$ cat src/rtl/nv_nvdla_sdp_rdma_unpack_gen.sv
// Atom packer for the SDP read-DMA response path: gathers variable-occupancy
// DMA beats into NUM_ATOM_OUT-atom words with a per-slot valid mask.
module nv_nvdla_sdp_rdma_unpack_gen #(
  parameter int AM_DW        = 64,
  parameter int MASK_BIT     = 2,
  parameter int NUM_ATOM_OUT = 4
) (
  input  logic                              nvdla_core_clk,
  input  logic                              nvdla_core_rstn,
  input  logic                              inp_pvld,
  output logic                              inp_prdy,
  input  logic [MASK_BIT*AM_DW+MASK_BIT-1:0] inp_data,
  input  logic                              inp_end,
  output logic                              out_pvld,
  input  logic                              out_prdy,
  output logic [NUM_ATOM_OUT*AM_DW-1:0]     out_data,
  output logic [NUM_ATOM_OUT-1:0]           out_mask,
  output logic                              out_end,
  output logic                              err_ovfl,
  input  logic                              err_clr
);

  localparam int CW = $clog2(NUM_ATOM_OUT) + 1;
  localparam logic [CW:0] LP_NUM = (CW+1)'(NUM_ATOM_OUT);

  function automatic logic [CW-1:0] f_popcount(input logic [MASK_BIT-1:0] m);
    logic [CW-1:0] c;
    c = '0;
    for (int i = 0; i < MASK_BIT; i++) c = c + CW'(m[i]);
    return c;
  endfunction

  // Saturates the fill count at a full word and expands it to a thermometer mask.
  function automatic logic [NUM_ATOM_OUT-1:0] f_sat_mask(input logic [CW:0] n);
    logic [NUM_ATOM_OUT-1:0] m;
    for (int k = 0; k < NUM_ATOM_OUT; k++) m[k] = (int'(n) > k);
    return m;
  endfunction

  logic [MASK_BIT-1:0][AM_DW-1:0]     w_atom;
  logic [MASK_BIT-1:0]                w_mask;
  logic [CW-1:0]                      w_size;
  logic [CW:0]                        w_fill_nxt;
  logic                               w_acc;
  logic                               w_close;
  logic                               w_ovfl;
  logic [NUM_ATOM_OUT-1:0][AM_DW-1:0] w_pack_nxt;

  logic [CW-1:0]                      r_fill;
  logic [NUM_ATOM_OUT-1:0][AM_DW-1:0] r_pack;
  logic                               r_out_pvld;
  logic [NUM_ATOM_OUT-1:0]            r_out_mask;
  logic                               r_out_end;
  logic                               r_err;

  assign w_atom     = inp_data[MASK_BIT*AM_DW-1:0];
  assign w_mask     = inp_data[MASK_BIT*AM_DW +: MASK_BIT];
  assign w_size     = f_popcount(w_mask);
  assign w_fill_nxt = {1'b0, r_fill} + {1'b0, w_size};
  assign inp_prdy   = !r_out_pvld | out_prdy;
  assign w_acc      = inp_pvld & inp_prdy;
  assign w_ovfl     = w_fill_nxt > LP_NUM;
  assign w_close    = w_acc & ((w_fill_nxt >= LP_NUM) | inp_end);

  // Atoms landing past the last slot match no k and are dropped.
  always_comb begin
    w_pack_nxt = r_pack;
    for (int k = 0; k < NUM_ATOM_OUT; k++) begin
      for (int i = 0; i < MASK_BIT; i++) begin
        if (w_mask[i] && (int'(r_fill) + i == k)) w_pack_nxt[k] = w_atom[i];
      end
    end
  end

  // Stage p0: pack register, written only on accept so it holds under stall
  always_ff @(posedge nvdla_core_clk) begin
    if (w_acc) r_pack <= w_pack_nxt;
  end

  always_ff @(posedge nvdla_core_clk or negedge nvdla_core_rstn) begin
    if (!nvdla_core_rstn) begin
      r_fill     <= '0;
      r_out_pvld <= 1'b0;
      r_out_mask <= '0;
      r_out_end  <= 1'b0;
      r_err      <= 1'b0;
    end else begin
      if (w_acc) r_fill <= w_close ? '0 : w_fill_nxt[CW-1:0];
      if (w_close) begin
        r_out_pvld <= 1'b1;
        r_out_mask <= f_sat_mask(w_fill_nxt);
        r_out_end  <= inp_end;
      end else if (out_prdy) begin
        r_out_pvld <= 1'b0;
      end
      if (w_acc && w_ovfl) r_err <= 1'b1;
      else if (err_clr)    r_err <= 1'b0;
    end
  end

  // Stage p1: output word, unfilled slots forced to zero
  always_comb begin
    out_data = '0;
    for (int k = 0; k < NUM_ATOM_OUT; k++)
      out_data[k*AM_DW +: AM_DW] = r_pack[k] & {AM_DW{r_out_mask[k]}};
  end

  assign out_pvld = r_out_pvld;
  assign out_mask = r_out_mask;
  assign out_end  = r_out_end;
  assign err_ovfl = r_err;

endmodule

$ cat config.mk
export PLATFORM = sky130hd
export DESIGN_NAME = nv_nvdla_sdp_rdma_unpack_gen
export DESIGN_NICKNAME = d
export VERILOG_FILES = /design/src/rtl/nv_nvdla_sdp_rdma_unpack_gen.sv
export SDC_FILE = /design/constraint.sdc
export NUM_CORES = 1
export LEC_CHECK = 0
export ABC_AREA = 1
export CAP_MARGIN = 25
export CORE_MARGIN = 2
export CORE_UTILIZATION = 48
export DETAILED_ROUTE_END_ITERATION = 12
export PLACE_DENSITY = 0.81
export SLEW_MARGIN = 20
export SYNTH_ARGS = -nofsm -noshare
export SYNTH_HDL_FRONTEND = slang
export SYNTH_SLANG_ARGS = --single-unit
$ cat constraint.sdc
create_clock -name nvdla_core_clk -period 5.93 [get_ports nvdla_core_clk]
set_clock_uncertainty 0.05 [all_clocks]
set_input_delay 1.186 -clock nvdla_core_clk [delete_from_list [all_inputs] [get_ports nvdla_core_clk]]
set_output_delay 1.186 -clock nvdla_core_clk [all_outputs]
set_load 0.03 [all_outputs]
Word level (Yosys, flattened, before mapping)
Cells that the tools add are included.
{ "word_totals": {"regBits": 266, "in_bits": 136, "word_cells": 67} }
{ "classes": {"n_addsub": 3, "magnitude_cmp": 6, "n_eq_ne": 6, "mux": 13, "bitwise": 8, "n_reduce_logical": 22} }
{ "op_table": {"columns": ["cell", "count"], "rows": [
  ["two-way mux 64 bit", 8],
  ["bitwise AND 64 bit", 4],
  ["zero test 32 bit", 2],
  ["== test 32 x 2 -> 1 bit, second input constant", 1],
  ["== test 32 x 3 -> 1 bit, second input constant", 1],
  ["nonzero test 2 bit", 6],
  ["logical AND 1 bit", 9],
  ["greater-than comparator 4 x 1 -> 1 bit, second input constant", 2],
  ["greater-than comparator 4 x 2 -> 1 bit, second input constant", 2],
  ["AND reduction 2 bit", 4],
  ["== test 3 bit, second input constant", 2],
  ["adder 3 x 1 -> 4 bit, second input constant", 1],
  ["adder 3 x 2 -> 4 bit", 1],
  ["== test 4 x 2 -> 1 bit, second input constant", 1],
  [">= comparator 4 x 3 -> 1 bit, second input constant", 1],
  ["greater-than comparator 4 x 3 -> 1 bit, second input constant", 1],
  ["two-way mux 1 bit", 4],
  ["== test 3 x 2 -> 1 bit, second input constant", 1],
  ["two-way mux 3 bit", 1],
  ["adder 1 x 1 -> 2 bit", 1],
  ["bitwise AND 1 bit", 2],
  ["OR 1 bit", 2],
  ["zero test 1 bit", 1]
]} }

Depth between registers and ports, before layout
{ "depth": {"depth_word": 6, "depth_mapped": 10, "ltp_nobuf": 9} }

Least setup slack after synthesis
Ideal clock, no wire load.
{ "synth_path": {"kind": "input-to-reg", "from": "input out_prdy", "to": "register r_pack[192] (netlist bit), enable pin", "setup_time_ps": 507, "arrival_ps": 4810, "slack_ps": 563, "path_stages": 4, "path_buffers": 0, "path_cell_list": "inv_1 -> nand2_1 -> nand2_1 -> a21oi_1"} }
{ "synth_via": {"elab_chain_cells": 3} }
{ "synth_rtl": {"columns": ["item", "line", "text"], "rows": [
  ["from (decl)", "15", "input logic out_prdy,"],
  ["OR 1 bit", "60", "assign inp_prdy = !r_out_pvld | out_prdy;"],
  ["net inp_prdy", "11", "output logic inp_prdy,"],
  ["bitwise AND 1 bit", "61", "assign w_acc = inp_pvld & inp_prdy;"],
  ["AND reduction 2 bit (no line)", null, null],
  ["to (signal assigned)", "77", "if (w_acc) r_pack <= w_pack_nxt;"],
  ["to (decl)", "50", "logic [NUM_ATOM_OUT-1:0][AM_DW-1:0] r_pack;"]
]} }
The timed path passes the listed nets, and every way through them passes these cells.
A chain may end at the register's enable or synchronous reset.

Final worst setup path
{ "layout_path": {"from": "register r_out_mask[1] (netlist: out_mask[1])", "to": "output out_data[92]"} }
{ "layout_via": {"elab_chain_cells": 1} }
{ "layout_rtl": {"columns": ["item", "line", "text"], "rows": [
  ["from (decl)", "52", "logic [NUM_ATOM_OUT-1:0] r_out_mask;"],
  ["from (signal assigned)", "91", "r_out_mask <= f_sat_mask(w_fill_nxt);"],
  ["bitwise AND 64 bit", "105", "out_data[k*AM_DW +: AM_DW] = r_pack[k] & {AM_DW{r_out_mask[k]}};"],
  ["to (decl)", "16", "output logic [NUM_ATOM_OUT*AM_DW-1:0] out_data,"]
]} }
Every way passes these cells.

==> results.md <==
* Status: finished, final reports clean
* Fraction of layout cells with a size suffix above 1 at 0.0944
* Peak per-stage delay on the critical path at 880 ps
* Hold_buf cts at 0
* Core ar. at 27,900 um^2
* Mux share of post-synthesis cell area at 0
* Antenna violation net count after detailed routing at 0
* Chip width at 172 um
* Hold Startpoint: out_end
* GR Overflow Total at 0
* Slowest CP cell: dfrtp_2
* Setup TNS at 0 ps
* R2R Path End: r_pack[226]
* Tmin final at 4100 ps
* Max Cap Viol at 0
* Top post-synthesis cells by area: edfxtp_1, nand2_1, inv_1, o21ai_2, o21ai_1
* Maximum clock insertion buffer count at 3
* Io pins at 400
* Crit path cell chain: buf_4, nand2_1, inv_1, clkdlybuf4s50_1
* Post-CTS Resized at 0
* Cell area after synthesis at 13,600 um^2
* TritonCTS clock tree: built
* CP Capture Type: primary output
* Type of the worst setup path: reg2out
* CP top delay family: buffers and inverters
* Syn Inst Count at 1,511
* Worst path bufs/invs at 3
* DR pass1 iterations at 6
* Clock power share at 0.231
* Sequential cell area fraction in the yosys report at 0.583
* Pin count of the biggest net entering global routing at 73
* Global-route wire length before repair at 60.7 mm
* Comb power frac at 0.447
* Synth Area per Inst at 9.01 um^2
* Final wirelength at 40.6 mm
* Fin. Hold Viols at 0
* Die Y at 172 um
* CTS H-Tree Depth at 1
* Die Area at 29,700 um^2
* Synth Register Bits at 266
* Post-synthesis compound-gate area fraction at 0.125
* Syn nets at 1,650
* Critical Path AT at 2870 ps
* Clock latency at the later pin of the worst-skew pair at 530 ps
* Routed vias at 11.6k
* CTS buffer count at 28
* R2R Path Start: r_fill[1]
* Pins Over Slew Limit at 0
* Initial Utilization at 0.489
* Reg clk slew, reported paths at 60 ps
* Switching Fraction at 0.407
* Post-synth top area share at 0.564
* GP Congestion at 0.880
* XOR/XNOR Fraction of Synth Area at 0
* Hold Path Sink: out_end
* Leak at 9.04 nW
* Root Buffer: clkbuf_16
* Layout Nets at 2,013
* PwrDens at 427 nW/um^2
* Dpl hpwl at 27.4 mm
* Largest family of logic cells by synthesized area: simple AND/OR/NAND/NOR gates
* DR iter-0 viols at 1,342
* Drc violations at 0
* Sequential power share at 0.323
* Critical Path Start Type: register
* Hold path depth at 2
* Vias in the first global route at 11.4k
* Yosys top cell by area: edfxtp_1
* Int Pwr at 0.00475 W
* Overall fraction of global-route tracks in use at 0.266
* # rows at 61
* Slew margin rel. at 0.317
* Fillers at 2,095
* Drt wl/cell at 17.9 um
* Area Growth Syn to Fin at 37.7%
* Crit share post-route at 0.692
* Simple-Gate Fraction of Synth Area at 0.157
* Critical Path RT at 4690 ps
* RSZ-0062 raised after global routing: no
* Number of synthesis warnings at 0
* Peak VDD IR at 256 uV
* Hold Crit Class: reg2reg
* CTS sink cnt at 266
* Antenna violations before repair at 1
* Vias per cell at 5.08
* Setup bufs post-CTS at 0
* Tightest Pin Transition at 1020 ps
* Core Util, Final at 0.673
* Switching power at 0.00326 W
* Synth Area in Adders at 0.00331
* # setup viols final at 0
* R2r setup slk at 2820 ps
* Highest clock rate at 244 MHz
* Yosys cell types at 22
* Port bufs at 399
* Worst Reg2Reg Path Length in Cells at 9
* Max Fanout on Critical Path at 35
## flip-flops by register name, summed over array words and instances (netlist names)
| register | count |
|---|---|
| r_pack | 256 |
| out_mask | 4 |
| r_fill | 3 |
| err_ovfl | 1 |
| out_end | 1 |
| out_pvld | 1 |
## routing by layer
metal	vias to the layer above	routed length, um	GRT usage
met5	-	0	0
met1	5435	15700	0.334
met4	0	1810	0.121
met3	109	3000	0.0362
li1	5457	-	-
met2	562	20100	0.457
## worst reg2reg max path: cells and delay by family (launching register included)
family                   cells  cell delay, ps
adder cells (fa/ha/maj)      1             270
flip-flops                   1             460
buffers and inverters        3             960
AND/OR/NAND/NOR              4            1110
AO/OA/AOI/OAI                1             120
## cell type report
cell class	count	area, um^2	area share
flip-flops and latches	266	7940	0.424
repair buffers	417	4150	0.221
multi-input cells	829	3960	0.211
inverters	332	1250	0.0665
clock buffers	33	741	0.0395
well taps	378	473	0.0252
clock inverters	19	228	0.0121
diodes	1	2.50	0.000133
## synthesized netlist by cell type, drive strengths merged
| cell | n |
|---|---|
| buf | 53 |
| o21ai | 259 |
| nor2 | 8 |
| dfrtp | 10 |
| and2 | 1 |
| inv | 332 |
| nand2 | 542 |
| a21oi | 4 |
| a21boi | 1 |
| fa | 1 |
| ha | 2 |
| clkbuf | 31 |
| nand3 | 11 |
| edfxtp | 256 |
## cells by family (layout without fill, tap and decap cells)
family	Yosys count	after routing
adders and majority gates	3	3
other	0	1
AOI/OAI and AO/OA	264	264
and+or+nand+nor	562	562
DFF	266	266
buffers and inverters	416	801
## stage by stage
step / cell area, um^2 / total power, W / instances / worst slack (ps) / hold WS, ps
6_report: 18700 / 0.00801 / 2275 / 1830 / 441
5_1_grt: 18700 / 0.00836 / 2275 / 1700 / 466
4_1_cts: 18700 / 0.00802 / 2273 / 1800 / 444
3_5_place_dp: 17700 / 0.00617 / 2221 / 1570 / 437
3_3_place_gp: 17700 / 0.00610 / 2221 / 1630 / 405
2_1_floorplan: 13600 / 0.00470 / 1511 / 563 / 522
## power groups by stage
stage | Clock [W] | Combinational [W] | Sequential (W)
after floorplan | 0 | 0.00215 | 0.00256
after global placement | 0 | 0.00349 | 0.00261
after detailed placement | 0 | 0.00355 | 0.00262
after CTS | 0.00186 | 0.00358 | 0.00258
after global routing | 0.00194 | 0.00381 | 0.00261
final | 0.00185 | 0.00358 | 0.00258
## worst max-delay path by stage
| stage | start | to | slack, ps | depth (start not counted) |
|---|---|---|---|---|
| floorplan | out_prdy | r_pack[192] | 560 | 4 |
| global placement | inp_data[129] | r_pack[134] | 1630 | 6 |
| detailed placement | inp_data[129] | r_pack[135] | 1570 | 6 |
| CTS | out_mask[1] | out_data[82] | 1800 | 4 |
| global route | out_mask[1] | out_data[75] | 1700 | 4 |
| finish | out_mask[1] | out_data[92] | 1830 | 4 |
## layout by cell type, fill, tap and decap left out, types with 2 or more instances in the layout
cell	count
nand2_1	537
clkdlybuf4s50_1	399
inv_1	331
edfxtp_1	256
o21ai_1	138
o21ai_2	100
clkbuf_16	29
o21ai_0	21
buf_4	17
nand3_1	10
nor2_1	6
dfrtp_1	6
clkinv_1	5
bufinv_16	5
a21oi_4	4
clkbuf_1	4
clkinvlp_4	4
clkinv_2	4
dfrtp_2	4
nand2_4	3
nor2_2	2
nand2_2	2
ha_1	2
(Power assumes the default switching activity.)
